==> src/rtl/cp0_exc_ctrl.sv <==
// CP0 exception/interrupt sequencer: arbitrates exceptions, a synchronised interrupt,
// eret, mfc0 and mtc0, and drives CP0 strobes, cause, next-PC select and flush/stall.
module cp0_exc_ctrl #(
  parameter int SYNC_STAGES = 2,
  parameter int HOLD_CYCLES = 1
) (
  input  logic        clk,
  input  logic        rst,
  input  logic        intr,
  input  logic        syscall_id,
  input  logic        unimpl_id,
  input  logic        eret_id,
  input  logic        mfc0_id,
  input  logic        mtc0_id,
  input  logic        bd_id,
  input  logic        ovf_ex,
  input  logic [4:0]  rd_id,
  input  logic        pipe_stall,
  input  logic [31:0] sta,
  output logic        wsta,
  output logic        wcau,
  output logic        wepc,
  output logic        mtc0,
  output logic        exc,
  output logic        inta,
  output logic [1:0]  mfc0,
  output logic [1:0]  selpc,
  output logic [31:0] cause,
  output logic        epc_ex,
  output logic        flush,
  output logic        stall,
  output logic        intack
);

  localparam logic [1:0] S_IDLE = 2'd0;
  localparam logic [1:0] S_TAKE = 2'd1;
  localparam logic [1:0] S_HOLD = 2'd2;

  localparam logic [4:0] EC_INT = 5'd0;
  localparam logic [4:0] EC_SYS = 5'd8;
  localparam logic [4:0] EC_RI  = 5'd10;
  localparam logic [4:0] EC_OV  = 5'd12;

  logic [SYNC_STAGES-1:0] sync_q;
  logic                   sync_prev_q;
  logic                   pending_q, pending_d;
  logic [1:0]             state_q, state_d;
  logic [2:0]             cnt_q, cnt_d;
  logic [4:0]             code_q, code_d;
  logic                   src_int_q, src_int_d;
  logic                   src_ovf_q, src_ovf_d;

  logic sync_out, rise;
  logic idle, ovf_ev, sys_ev, uni_ev, int_ev, sync_exc, exc_ev, int_win, accept;
  logic eret_win, cp0_win;
  logic unused_sta;

  assign unused_sta = ^sta[31:4];

  assign sync_out = sync_q[SYNC_STAGES-1];
  assign rise     = sync_out & ~sync_prev_q;

  assign idle     = (state_q == S_IDLE);
  assign ovf_ev   = ovf_ex & sta[3];
  assign sys_ev   = syscall_id & sta[1];
  assign uni_ev   = unimpl_id & sta[2];
  assign int_ev   = pending_q & sta[0] & ~bd_id & ~pipe_stall;
  assign sync_exc = ovf_ev | sys_ev | uni_ev;
  assign exc_ev   = sync_exc | int_ev;
  assign int_win  = int_ev & ~sync_exc;
  assign accept   = idle & int_win;

  // ID-driven IDLE outputs are combinational, so they are also gated by reset
  assign eret_win = rst & idle & ~exc_ev & eret_id;
  assign cp0_win  = rst & idle & ~exc_ev & ~eret_id;

  always_comb begin
    state_d   = state_q;
    cnt_d     = cnt_q;
    code_d    = code_q;
    src_int_d = src_int_q;
    src_ovf_d = src_ovf_q;
    case (state_q)
      S_IDLE: begin
        if (exc_ev) begin
          state_d   = S_TAKE;
          src_int_d = int_win;
          src_ovf_d = ovf_ev;
          if (ovf_ev)      code_d = EC_OV;
          else if (sys_ev) code_d = EC_SYS;
          else if (uni_ev) code_d = EC_RI;
          else             code_d = EC_INT;
        end
      end
      S_TAKE: begin
        state_d = S_HOLD;
        cnt_d   = 3'd0;
      end
      S_HOLD: begin
        if (cnt_q == 3'(HOLD_CYCLES - 1)) state_d = S_IDLE;
        else                               cnt_d   = cnt_q + 3'd1;
      end
      default: state_d = S_IDLE;
    endcase
  end

  // an edge arriving in the acceptance cycle re-arms pending
  assign pending_d = (pending_q & ~accept) | rise;

  always_ff @(posedge clk or negedge rst) begin
    if (!rst) begin
      sync_q      <= '0;
      sync_prev_q <= 1'b0;
      pending_q   <= 1'b0;
      state_q     <= S_IDLE;
      cnt_q       <= 3'd0;
      code_q      <= 5'd0;
      src_int_q   <= 1'b0;
      src_ovf_q   <= 1'b0;
    end else begin
      sync_q      <= {sync_q[SYNC_STAGES-2:0], intr};
      sync_prev_q <= sync_out;
      pending_q   <= pending_d;
      state_q     <= state_d;
      cnt_q       <= cnt_d;
      code_q      <= code_d;
      src_int_q   <= src_int_d;
      src_ovf_q   <= src_ovf_d;
    end
  end

  always_comb begin
    wsta   = 1'b0;
    wcau   = 1'b0;
    wepc   = 1'b0;
    mtc0   = 1'b0;
    exc    = 1'b0;
    inta   = 1'b0;
    mfc0   = 2'b00;
    selpc  = 2'b00;
    cause  = 32'd0;
    epc_ex = 1'b0;
    flush  = 1'b0;
    stall  = 1'b0;
    intack = 1'b0;
    if (state_q == S_TAKE) begin
      wsta   = 1'b1;
      wcau   = 1'b1;
      wepc   = 1'b1;
      exc    = 1'b1;
      selpc  = 2'b10;
      flush  = 1'b1;
      inta   = src_int_q;
      intack = src_int_q;
      epc_ex = src_ovf_q;
      cause  = {25'd0, code_q, 2'b00};
    end else if (state_q == S_HOLD) begin
      stall = 1'b1;
    end else if (eret_win) begin
      wsta  = 1'b1;
      selpc = 2'b01;
      flush = 1'b1;
    end else if (cp0_win) begin
      // mtc0 marks the instruction; only recognised registers get a strobe
      if (mtc0_id) begin
        mtc0 = 1'b1;
        wsta = (rd_id == 5'd12);
        wcau = (rd_id == 5'd13);
        wepc = (rd_id == 5'd14);
      end
      if (mfc0_id) begin
        case (rd_id)
          5'd12:   mfc0 = 2'b01;
          5'd13:   mfc0 = 2'b10;
          5'd14:   mfc0 = 2'b11;
          default: mfc0 = 2'b00;
        endcase
      end
    end
  end

endmodule

==> config.mk <==
export PLATFORM = sky130hd
export DESIGN_NAME = cp0_exc_ctrl
export DESIGN_NICKNAME = d
export VERILOG_FILES = /design/src/rtl/cp0_exc_ctrl.sv
export SDC_FILE = /design/constraint.sdc
export NUM_CORES = 1
export LEC_CHECK = 0
export ABC_CLOCK_PERIOD_IN_PS = 2500
export CORE_ASPECT_RATIO = 0.7
export CORE_MARGIN = 2
export CORE_UTILIZATION = 30
export CTS_CLUSTER_SIZE = 30
export DETAILED_ROUTE_END_ITERATION = 10
export GPL_TIMING_DRIVEN = 0
export PLACE_DENSITY = 0.85
export SLEW_MARGIN = 20
export SYNTH_ARGS = -nofsm -noshare
export SYNTH_HDL_FRONTEND = slang
export SYNTH_SLANG_ARGS = --single-unit
export TNS_END_PERCENT = 30
==> constraint.sdc <==
create_clock -name clk -period 2.5 [get_ports clk]
set_clock_uncertainty 0.2 [all_clocks]
set_input_delay 0.5 -clock clk [delete_from_list [all_inputs] [get_ports clk]]
set_output_delay 0.5 -clock clk [all_outputs]
set_load 0.1 [all_outputs]
# Yosys cells after proc, flatten, opt, wreduce, memory -nomap -nowiden
# Cells that the tools add are included.
# W data, S select, Z words.
[word_totals] reg_bits=16 word_cells=94
[op_classes] add_sub_neg=1 n_eq_ne=8 muxes=46 bitwise=25 n_reduce_logical=6
[op_table] op="$mux W1" n=30
[op_table] op="$mux W2" n=8
[op_table] op="$eq A5 B4 Y1 const B" n=3
[op_table] op="$and A1 B1 Y1" n=14
[op_table] op="$mux W4" n=3
[op_table] op="$pmux W2 S3" n=2
[op_table] op="$mux W7" n=1
[op_table] op="$not A1 Y1" n=7
[op_table] op="$pmux W3 S2" n=1
[op_table] op="$reduce_and A2 Y1" n=3
[op_table] op="$ne A2 B2 Y1 const B" n=2
[op_table] op="$or A1 B1 Y1" n=4
[op_table] op="$add A3 B1 Y3 const B" n=1
[op_table] op="$logic_not A3 Y1" n=1
[op_table] op="$mux W3" n=1
[op_table] op="$eq A2 B1 Y1 const B" n=1
[op_table] op="$eq A2 B2 Y1 const B" n=1
[op_table] op="$logic_not A2 Y1" n=1
[op_table] op="$ne A2 B1 Y1 const B" n=1
[op_table] op="$reduce_bool A2 Y1" n=1

# Longest topological paths before layout
# Gate-level depths: netlist of run 1.
[depth] ltp_word=11 ltp_mapped=6

# Worst setup path before layout of run 1
# Ideal clock, no wire load.
[synth_timing] path_kind="input to output" startpoint="input syscall_id" endpoint="output wcau" arrival_time_ns=3.554 t_required_ns=1.800 path_slack_ns=-1.754 path_stages=3 path_buffers=0 path_cell_list="a222oi_1 > nand2_2 > o31ai_1"
[synth_via] elab_chain_cells=11 word_cells_on_any_way=12
[synth_rtl] element="start, declared" line="10" rtl="input logic syscall_id,"
[synth_rtl] element="$and A1 B1 Y1 (*)" line="65" rtl="assign sys_ev = syscall_id & sta[1];"
[synth_rtl] element="$or A1 B1 Y1 (*) (2 in a row)" line="68" rtl="assign sync_exc = ovf_ev | sys_ev | uni_ev;"
[synth_rtl] element="$or A1 B1 Y1 (*)" line="69" rtl="assign exc_ev = sync_exc | int_ev;"
[synth_rtl] element="$not A1 Y1 (*)" line="74, 75"
[synth_rtl] element="$and A1 B1 Y1 (*)" line="74, 75"
[synth_rtl] element="$and A1 B1 Y1" line="75" rtl="assign cp0_win = rst & idle & ~exc_ev & ~eret_id;"
[synth_rtl] element="$mux W1" line="163" rtl="end else if (cp0_win) begin"
[synth_rtl] element="$mux W1 (*)" line="159" rtl="end else if (eret_win) begin"
[synth_rtl] element="$mux W1 (*)" line="157" rtl="end else if (state_q == S_HOLD) begin"
[synth_rtl] element="$mux W1 (*)" line="146" rtl="if (state_q == S_TAKE) begin"
[synth_rtl] element="end, declared" line="21" rtl="output logic wcau,"
# Mark *: on every way between the ends. The rest lies on a longest branch, timed or not.

# Final worst setup path of run 1
[layout_timing] startpoint="register state_q[1]" endpoint="output mfc0[0]"
[layout_via] elab_chain_cells=8 word_cells_on_any_way=11
[layout_rtl] element="start, declared" line="47" rtl="logic [1:0] state_q, state_d;"
[layout_rtl] element="start signal, assigned" line="124" rtl="state_q <= state_d;"
[layout_rtl] element="$logic_not A2 Y1" line="63" rtl="assign idle = (state_q == S_IDLE);"
[layout_rtl] element="$and A1 B1 Y1 (2 in a row)" line="74, 75"
[layout_rtl] element="$and A1 B1 Y1" line="75"
[layout_rtl] element="$mux W2" line="163"
[layout_rtl] element="$mux W2" line="159"
[layout_rtl] element="$mux W2" line="157"
[layout_rtl] element="$mux W2 (*)" line="146"
[layout_rtl] element="end, declared" line="26" rtl="output logic [1:0] mfc0,"
# Marked as above.

==> impl_metrics.sql, run 1 <==
INSERT INTO impl_metrics (metric_group, metric, value, unit) VALUES
('outcome', 'outcome', 'finished, violations left', ''),
('cts', 'cts-buffers-inserted', '3', ''),
('detailed_routing', 'violation_count_after_the_first_detailed_route_iteration', '16', ''),
('power_and_ir_drop', 'static-leakage-power', '0.9736', 'nW'),
('outcome', 'failed_checks', 'setup timing', ''),
('logic_synthesis', 'dominant_combinational_cell_family_by_area_after_synthesis', 'buffers and inverters', ''),
('cells_and_area', 'area_delta_synth_final', '85.89', '%'),
('detailed_routing', 'detail_route.drc_violations', '0', ''),
('logic_synthesis', 'top_post_synthesis_cells_by_area', 'sky130_fd_sc_hd__dfrtp_1 32%, sky130_fd_sc_hd__buf_4 24%, sky130_fd_sc_hd__inv_1 3.7%', ''),
('setup_path', 'timing.rr.end', 'pending_q', ''),
('logic_synthesis', 'synth.area.mux_share', '0', ''),
('logic_synthesis', 'post_synth_instance_area', '1011', 'um^2'),
('setup_path', 'logic_depth_of_the_worst_register_to_register_path', '5', ''),
('logic_synthesis', 'yosys.area_share.simple', '0.1968', ''),
('detailed_routing', 'detailed_route_wire_length', '2940', 'um'),
('logic_synthesis', 'synthesized_instance_count', '116', ''),
('setup_path', 'cp_data_arrival_time', '1.88', 'ns'),
('cells_and_area', 'num-nets-final', '252', ''),
('cts', 'cts_num_sinks', '13', ''),
('setup_path', 'worstReg2RegStart', 'pending_q', ''),
('logic_synthesis', 'synth_top_area_share', '0.3218', ''),
('sta', 'period_needed', '2.584', 'ns'),
('power_and_ir_drop', 'vdd_drop_max', '0.5189', 'mV'),
('die', 'floorplan.die_area', '3858', 'um^2'),
('global_route', 'globalRoute.totalOverflow', '0', ''),
('setup_path', 'end_kind', 'primary output', ''),
('detailed_routing', 'num_vias', '1010', ''),
('setup_path', 'timing.critical_path.required', '1.80', 'ns'),
('cells_and_area', 'layout.core_utilization', '0.5890', ''),
('logic_synthesis', 'ys.warnings.count', '0', ''),
('setup_path', 'cp_cell_sequence', 'buf_6 -> nor4b_4 -> nand4b_1 -> buf_6 -> nor4b_4 -> buf_6', ''),
('setup_path', 'timing_worst_setup_path_type', 'reg -> out', ''),
('die', 'floorplan.io_pins', '94', ''),
('placed_design', 'gp_congestion', '0.7475', ''),
('cts', 'cts-root-buf', 'sky130_fd_sc_hd__clkbuf_8', ''),
('logic_synthesis', 'post_synth_fa_ha_maj_area_fraction', '0.02475', ''),
('sta', 'final_hold_viol_count', '0', ''),
('global_route', 'grt_pass1_vias', '882', ''),
('min_path', 'min-delay-path-class', 'reg -> reg', ''),
('cts', 'clock_tree_from_tritoncts', 'yes', ''),
('detailed_routing', 'ant_nets', '0', ''),
('die', 'rows', '17', ''),
('sta', 'post-route-worst-setup-slack', '-0.08398', 'ns'),
('sta', 'final_max_slew_viol_count', '0', ''),
('die', 'die_width', '73.39', 'um'),
('sta', 'setup_viol_count_final', '3', ''),
('power_and_ir_drop', 'powerDensity', '1099', 'nW/um^2'),
('logic_synthesis', 'synthesized_flop_and_latch_total', '13', ''),
('global_route', 'grt_max_degree', '14', ''),
('detailed_routing', 'post_drt_via_cell_ratio', '4.226', ''),
('setup_path', 'timing.critical_path.slowest_stage_cell', 'sky130_fd_sc_hd__dfrtp_1', ''),
('setup_path', 'cpMostUsedCell', 'sky130_fd_sc_hd__buf_6', ''),
('sta', 'min_period_over_period', '1.034', ''),
('cells_and_area', 'antenna-diode-count', '0', ''),
('logic_synthesis', 'synth.largest_area_cell', 'sky130_fd_sc_hd__dfrtp_1', ''),
('sta', 'worst_slew_margin_rel', '0.6133', ''),
('sta', 'max_slew.worst_pin.slew', '0.5782', 'ns'),
('cells_and_area', 'share_of_final_layout_standard_cells_stronger_than_drive_strength_1', '0.5025', ''),
('setup_path', 'critical-path-max-stage-delay', '0.39', 'ns'),
('logic_synthesis', 'synth_compound_area_frac', '0.1572', ''),
('job', 'maxCapViolations', '0', ''),
('cts', 'cts_max_path_buffers', '2', ''),
('logic_synthesis', 'yosysUniqueCellTypes', '36', ''),
('setup_path', 'timing.critical_path.from', 'state_q[1]', ''),
('logic_synthesis', 'post_synth_xor_area_fraction', '0.008663', ''),
('die', 'start_util', '0.3169', ''),
('cells_and_area', 'finished_layout_cell_area', '1879', 'um^2'),
('logic_synthesis', 'postSynthAreaPerCell', '8.715', 'um^2'),
('placed_design', 'dpl_cell_area', '1604', 'um^2'),
('logic_synthesis', 'seq_area_frac_synth', '0.3218', ''),
('die', 'core-area', '3191', 'um^2');
==> placed cells by master, fill, tap and decap left out, types with 2 or more instances in the layout <==
master,synthesis,routed
sky130_fd_sc_hd__clkdlybuf4s50_1,0,5
sky130_fd_sc_hd__o31ai_4,0,3
sky130_fd_sc_hd__or2_2,2,2
sky130_fd_sc_hd__nor3_4,0,2
sky130_fd_sc_hd__nand2_1,5,3
sky130_fd_sc_hd__dlygate4sd2_1,0,5
sky130_fd_sc_hd__clkbuf_8,0,3
sky130_fd_sc_hd__inv_1,10,9
sky130_fd_sc_hd__clkbuf_2,0,6
sky130_fd_sc_hd__o21ai_0,5,5
sky130_fd_sc_hd__ha_1,2,2
sky130_fd_sc_hd__conb_1,1,29
sky130_fd_sc_hd__o22ai_1,3,3
sky130_fd_sc_hd__a21oi_1,3,2
sky130_fd_sc_hd__dlymetal6s2s_1,0,2
sky130_fd_sc_hd__buf_4,32,53
sky130_fd_sc_hd__buf_2,1,3
sky130_fd_sc_hd__buf_6,0,5
sky130_fd_sc_hd__nor4b_4,0,2
sky130_fd_sc_hd__and2_2,0,2
sky130_fd_sc_hd__nor2_1,4,3
sky130_fd_sc_hd__buf_12,0,5
sky130_fd_sc_hd__dfrtp_1,13,13
sky130_fd_sc_hd__nand2b_1,2,2
==> metrics by stage <==
| stage | TNS [ns] | power (mW) | hold slack (ns) | cells |
|---|---|---|---|---|
| finish | -0.1842 | 2.065 | 0.1505 | 239 |
| global route | -0.3877 | 2.135 | 0.1573 | 239 |
| CTS | -0.5436 | 1.965 | 0.1554 | 227 |
| detailed placement | -20.17 | 1.665 | 0.1396 | 218 |
| global placement | -19.48 | 1.651 | 0.1349 | 218 |
| floorplan | -5.923 | 1.409 | 0.004409 | 144 |
==> worst max-delay path, delay by kind of cell (launching register included) <==
kind | cells | cell delay, ns
simple gates | 3 | 0.67
buf+inv | 3 | 0.58
flops | 1 | 0.39
==> metal layers <==
layer	share of wire	GRT usage	up-vias
li1	-	-	510
met1	0.39	0.1784	449
met2	0.52	0.2568	47
met3	0.077	0.05192	4
met4	0.012	0.03636	0
met5	0	0	-
==> cell type report <==
| type | count | area [um^2] |
|---|---|---|
| plain buffers | 35 | 260.3 |
| clock buffers | 3 | 41.29 |
| clock inverters | 1 | 5.005 |
| fillers | 275 | 1311 |
| inverters | 10 | 41.29 |
| multi-input cells | 86 | 665.6 |
| flip-flops and latches | 13 | 325.3 |
| well taps | 38 | 47.55 |
| repair buffers | 53 | 493.0 |
==> cells in the mapped netlist (all sizes together) <==
cell	count
ha	2
o211ai	1
o22a	1
nand2b	2
a22oi	1
nand2	6
a21o	1
a21oi	3
o21a	1
a222oi	1
dfrtp	13
nand4	1
or2	2
conb	1
clkbuf	2
nor2	4
o31ai	3
nor2b	2
nand4bb	1
a32o	1
a31o	1
o22ai	3
nor4bb	2
and2	3
nor4b	3
and4	1
inv	10
o21ai	5
nor3	3
buf	33
nand4b	1
xor2	1
a2bb2oi	1
==> worst min-delay path by stage <==
stage / cells after the start / from / end
finish: 0 / sync_q[0] / sync_q[1]
global route: 0 / sync_q[0] / sync_q[1]
CTS: 0 / sync_q[0] / sync_q[1]
detailed placement: 0 / sync_q[0] / sync_q[1]
global placement: 0 / sync_q[0] / sync_q[1]
floorplan: 0 / rst / cnt_q[0]
==> what timing repair did <==
action	4_1_cts	5_1_grt
buffers inserted	4	12
hold buffers	1	0
endpoints found under the hold margin	13	0
setup endpoints to repair	17	15
pin swaps	8	8
gates resized for setup	143	23
==> cell families (layout without fill, tap and decap cells) <==
| logic type | count (synthesis) | count (layout) |
|---|---|---|
| compound gates | 23 | 23 |
| xor+xnor | 1 | 1 |
| fa+ha+maj | 2 | 2 |
| buf+inv | 45 | 102 |
| flops | 13 | 13 |
| other cells | 1 | 29 |
| simple gates | 31 | 31 |
==> registers in the layout, indices dropped and copies added, names as in the netlist <==
| signal | count |
|---|---|
| cnt_q | 3 |
| code_q | 3 |
| pending_q | 1 |
| src_int_q | 1 |
| state_q | 2 |
| sync_prev_q | 1 |
| sync_q | 2 |
==> power breakdown <==
| group | leakage, nW | switching [mW] | total (mW) | internal (mW) |
|---|---|---|---|---|
| clock network | 0.0255 | 0.0810 | 0.191 | 0.110 |
| registers | 0.160 | 0.0304 | 0.286 | 0.256 |
| logic | 0.788 | 1.12 | 1.59 | 0.464 |
| total | 0.974 | 1.23 | 2.07 | 0.830 |
No activity file was read; power rests on OpenSTA's default activity.
==> run 2, diff against run 1 <==
--- a/config.mk
+++ b/config.mk
@@ -13,7 +13,6 @@
 export DETAILED_ROUTE_END_ITERATION = 10
 export GPL_TIMING_DRIVEN = 0
 export PLACE_DENSITY = 0.85
-export SLEW_MARGIN = 20
 export SYNTH_ARGS = -nofsm -noshare
 export SYNTH_HDL_FRONTEND = slang
 export SYNTH_SLANG_ARGS = --single-unit
==> constraint.sdc (replaced) <==
create_clock -name clk -period 2.5 [get_ports clk]
set_clock_uncertainty 0.2 [all_clocks]
set_input_delay 0.5 -clock clk [delete_from_list [all_inputs] [get_ports clk]]
set_output_delay 0.5 -clock clk [all_outputs]
set_load 0.005 [all_outputs]
==> run 2 against run 1 <==
  * The flow now finishes without violations
  * Final area decreased by 4.9%
  * Hold slack improved by 0.0045 ns
  * First-iteration DRC count rose to 2.5 times the previous value
  * Critical path type unchanged
  * Critical endpoint is now cause[4]
==> impl_metrics.sql, run 2 (synthesis results as in run 1) <==
INSERT INTO impl_metrics (metric_group, metric, value, unit) VALUES
('placed_design', 'place.detailed.hpwl', '1844', 'um'),
('detailed_routing', 'detail_route.first_pass.iterations', '4', ''),
('setup_path', 'timing_worst_setup_path_type', 'reg -> out', ''),
('sta', 'rsz0062_at_grt', 'true', ''),
('sta', 'max_slew.worst_pin.slew', '0.6222', 'ns'),
('sta', 'worst_slew_margin_rel', '0.5838', ''),
('cells_and_area', 'final-instance-count-excl-fill', '240', ''),
('placed_design', 'port_buffer_count', '36', ''),
('power_and_ir_drop', 'vdd_drop_max', '0.3805', 'mV'),
('cts', 'cts-buffers-inserted', '3', ''),
('min_path', 'min-delay-path-class', 'reg -> reg', ''),
('detailed_routing', 'detailed_route_wire_length', '2958', 'um'),
('power_and_ir_drop', 'static-leakage-power', '0.9355', 'nW'),
('cts', 'cts.reportedPaths.clkPinSlew', '0.06', 'ns'),
('global_route', 'grt_max_degree', '14', ''),
('setup_path', 'worstSetupStartpointType', 'register', ''),
('cells_and_area', 'antenna-diode-count', '0', ''),
('cts', 'cts_max_path_buffers', '2', ''),
('power_and_ir_drop', 'powerDensity', '649.4', 'nW/um^2'),
('setup_path', 'path_delay_family', 'buffers and inverters', ''),
('cts', 'clock_tree_from_tritoncts', 'yes', ''),
('die', 'rows', '17', ''),
('cells_and_area', 'share_of_final_layout_standard_cells_stronger_than_drive_strength_1', '0.4356', ''),
('setup_path', 'end_kind', 'primary output', ''),
('cells_and_area', 'largestRegisters', 'cnt_q: 3 flops, code_q: 3 flops', ''),
('sta', 'final_max_slew_viol_count', '0', ''),
('die', 'core-area', '3191', 'um^2'),
('die', 'die_height', '52.57', 'um'),
('cells_and_area', 'num-nets-final', '253', ''),
('sta', 'post-route-worst-setup-slack', '0.03416', 'ns'),
('detailed_routing', 'ant_nets', '0', ''),
('setup_path', 'critPathMaxFanout', '7', ''),
('sta', 'period_needed', '2.466', 'ns'),
('power_and_ir_drop', 'netSwitchingFraction', '0.3618', ''),
('setup_path', 'cp_data_arrival_time', '1.77', 'ns'),
('detailed_routing', 'violation_count_after_the_first_detailed_route_iteration', '40', ''),
('die', 'floorplan.die_area', '3858', 'um^2'),
('outcome', 'outcome', 'finished clean', ''),
('cells_and_area', 'finished_layout_cell_area', '1787', 'um^2'),
('global_route', 'antenna_found_initial', '0', ''),
('sta', 'final_hold_viol_count', '0', ''),
('die', 'start_util', '0.3169', ''),
('setup_path', 'timing.critical_path.required', '1.80', 'ns'),
('global_route', 'grtUsageTotal', '0.1439', ''),
('setup_path', 'critPathBufInv', '5', ''),
('sta', 'whs', '0.1550', 'ns'),
('placed_design', 'post-place-ws', '-1.165', 'ns'),
('detailed_routing', 'num_vias', '1018', ''),
('power_and_ir_drop', 'pwr-share-seq', '0.251', ''),
('cts', 'cts_num_sinks', '13', ''),
('global_route', 'globalRoute.totalOverflow', '0', ''),
('sta', 'setup_viol_count_final', '0', ''),
('placed_design', 'gp_congestion', '0.7570', ''),
('cells_and_area', 'layout.cells.most_common', 'sky130_fd_sc_hd__buf_4', ''),
('die', 'die_width', '73.39', 'um'),
('detailed_routing', 'avgRoutedWirePerCell', '12.33', 'um'),
('cells_and_area', 'area_delta_synth_final', '76.73', '%'),
('setup_path', 'timing.critical_path.slowest_stage_cell', 'sky130_fd_sc_hd__clkdlybuf4s50_1', ''),
('power_and_ir_drop', 'intPower', '740.4', 'uW'),
('detailed_routing', 'detail_route.drc_violations', '0', ''),
('setup_path', 'cpMostUsedCell', 'sky130_fd_sc_hd__inv_6', ''),
('job', 'maxCapViolations', '0', ''),
('cts', 'htree_num_levels', '1', ''),
('setup_path', 'cp_cell_sequence', 'buf_6 -> inv_6 -> nand2_8 -> inv_6 -> and2_1 -> buf_4 -> clkdlybuf4s50_1', ''),
('setup_path', 'critical-path-max-stage-delay', '0.48', 'ns'),
('power_and_ir_drop', 'power', '1.160', 'mW'),
('die', 'floorplan.io_pins', '94', ''),
('power_and_ir_drop', 'pwr-share-comb', '0.587', ''),
('power_and_ir_drop', 'power_switching', '419.8', 'uW'),
('cells_and_area', 'layout.cells.most_common_list', '50 x sky130_fd_sc_hd__buf_4, 29 x sky130_fd_sc_hd__conb_1, 15 x sky130_fd_sc_hd__clkdlybuf4s50_1', ''),
('placed_design', 'placedCellCount', '218', ''),
('cts', 'cts-root-buf', 'sky130_fd_sc_hd__clkbuf_8', ''),
('global_route', 'first_pass_grt_wire_length', '4243', 'um'),
('sta', 'achievable-frequency', '0.4055', 'GHz'),
('power_and_ir_drop', 'clock_power_share', '0.162', ''),
('global_route', 'grt_pass1_vias', '895', ''),
('detailed_routing', 'post_drt_via_cell_ratio', '4.242', ''),
('cts', 'worstSkewPairLatency', '0.24', 'ns'),
('cells_and_area', 'nFillCells', '298', ''),
('placed_design', 'dpl_cell_area', '1524', 'um^2'),
('sta', 'min_period_over_period', '0.9863', '');
[run 2: cell count changes in the layout (fill, tap and decap cells not counted), sizes merged]
cell	before	now
clkinv	1	0
buf	66	57
clkinvlp	1	0
clkdlybuf4s50	5	15
dlygate4sd2	5	2
clkdlybuf4s18	1	0
inv	9	10
dlymetal6s2s	2	4
clkbuf	10	14
clkdlybuf4s15	1	0
[run 2: power by group through the flow]
stage / registers [mW] / clock network (mW) / logic [mW]
2_1_floorplan: 0.273 / 0 / 0.282
3_3_place_gp: 0.278 / 0 / 0.521
3_5_place_dp: 0.281 / 0 / 0.530
4_1_cts: 0.284 / 0.189 / 0.576
5_1_grt: 0.295 / 0.200 / 0.734
6_report: 0.291 / 0.188 / 0.681
[run 2: layer usage]
metal | global-route usage | routed length [um]
met5 | 0 | 0
met1 | 0.1852 | 1201
met2 | 0.2432 | 1478
met4 | 0.02121 | 29
met3 | 0.04423 | 248
[run 2: worst paths after layout]
kind                                  from          to  slack, ns  cells after the start
worst max-delay path            state_q[1]    cause[4]       0.03                      7
worst min-delay path             sync_q[0]   sync_q[1]       0.15                      0
worst max register to register    cnt_q[0]  state_q[1]       0.84                      5
worst min register to register   sync_q[0]   sync_q[1]       0.15                      0
max in group asynchronous              rst  state_q[0]       1.03                      2
min in group asynchronous              rst    cnt_q[2]       0.64                      2
[run 2: what timing repair did]
| action | 4_1_cts | 5_1_grt |
|---|---|---|
| setup buffers | 12 | 5 |
| hold buffers | 1 | 0 |
| pin swaps | 6 | 9 |
| setup endpoints to repair | 15 | 11 |
| hold endpoints to repair | 13 | 0 |
| resized for setup | 55 | 34 |
[run 2: layout make-up]
type                    count  area (um^2)  area share
multi-input cells          86        610.6      0.3417
well taps                  38        47.55     0.02661
clock buffers               4        45.04     0.02521
plain buffers              35        270.3      0.1513
inverters                  10        47.55     0.02661
flip-flops and latches     13        326.6      0.1828
repair buffers             54        439.2      0.2458
[run 2: through the flow]
stage          setup TNS (ns)  utilization
6_report                    0       0.5600
5_1_grt              -0.02943       0.5600
4_1_cts                     0       0.5392
3_5_place_dp           -8.027       0.4776
3_3_place_gp           -7.733       0.4776
2_1_floorplan               0            -
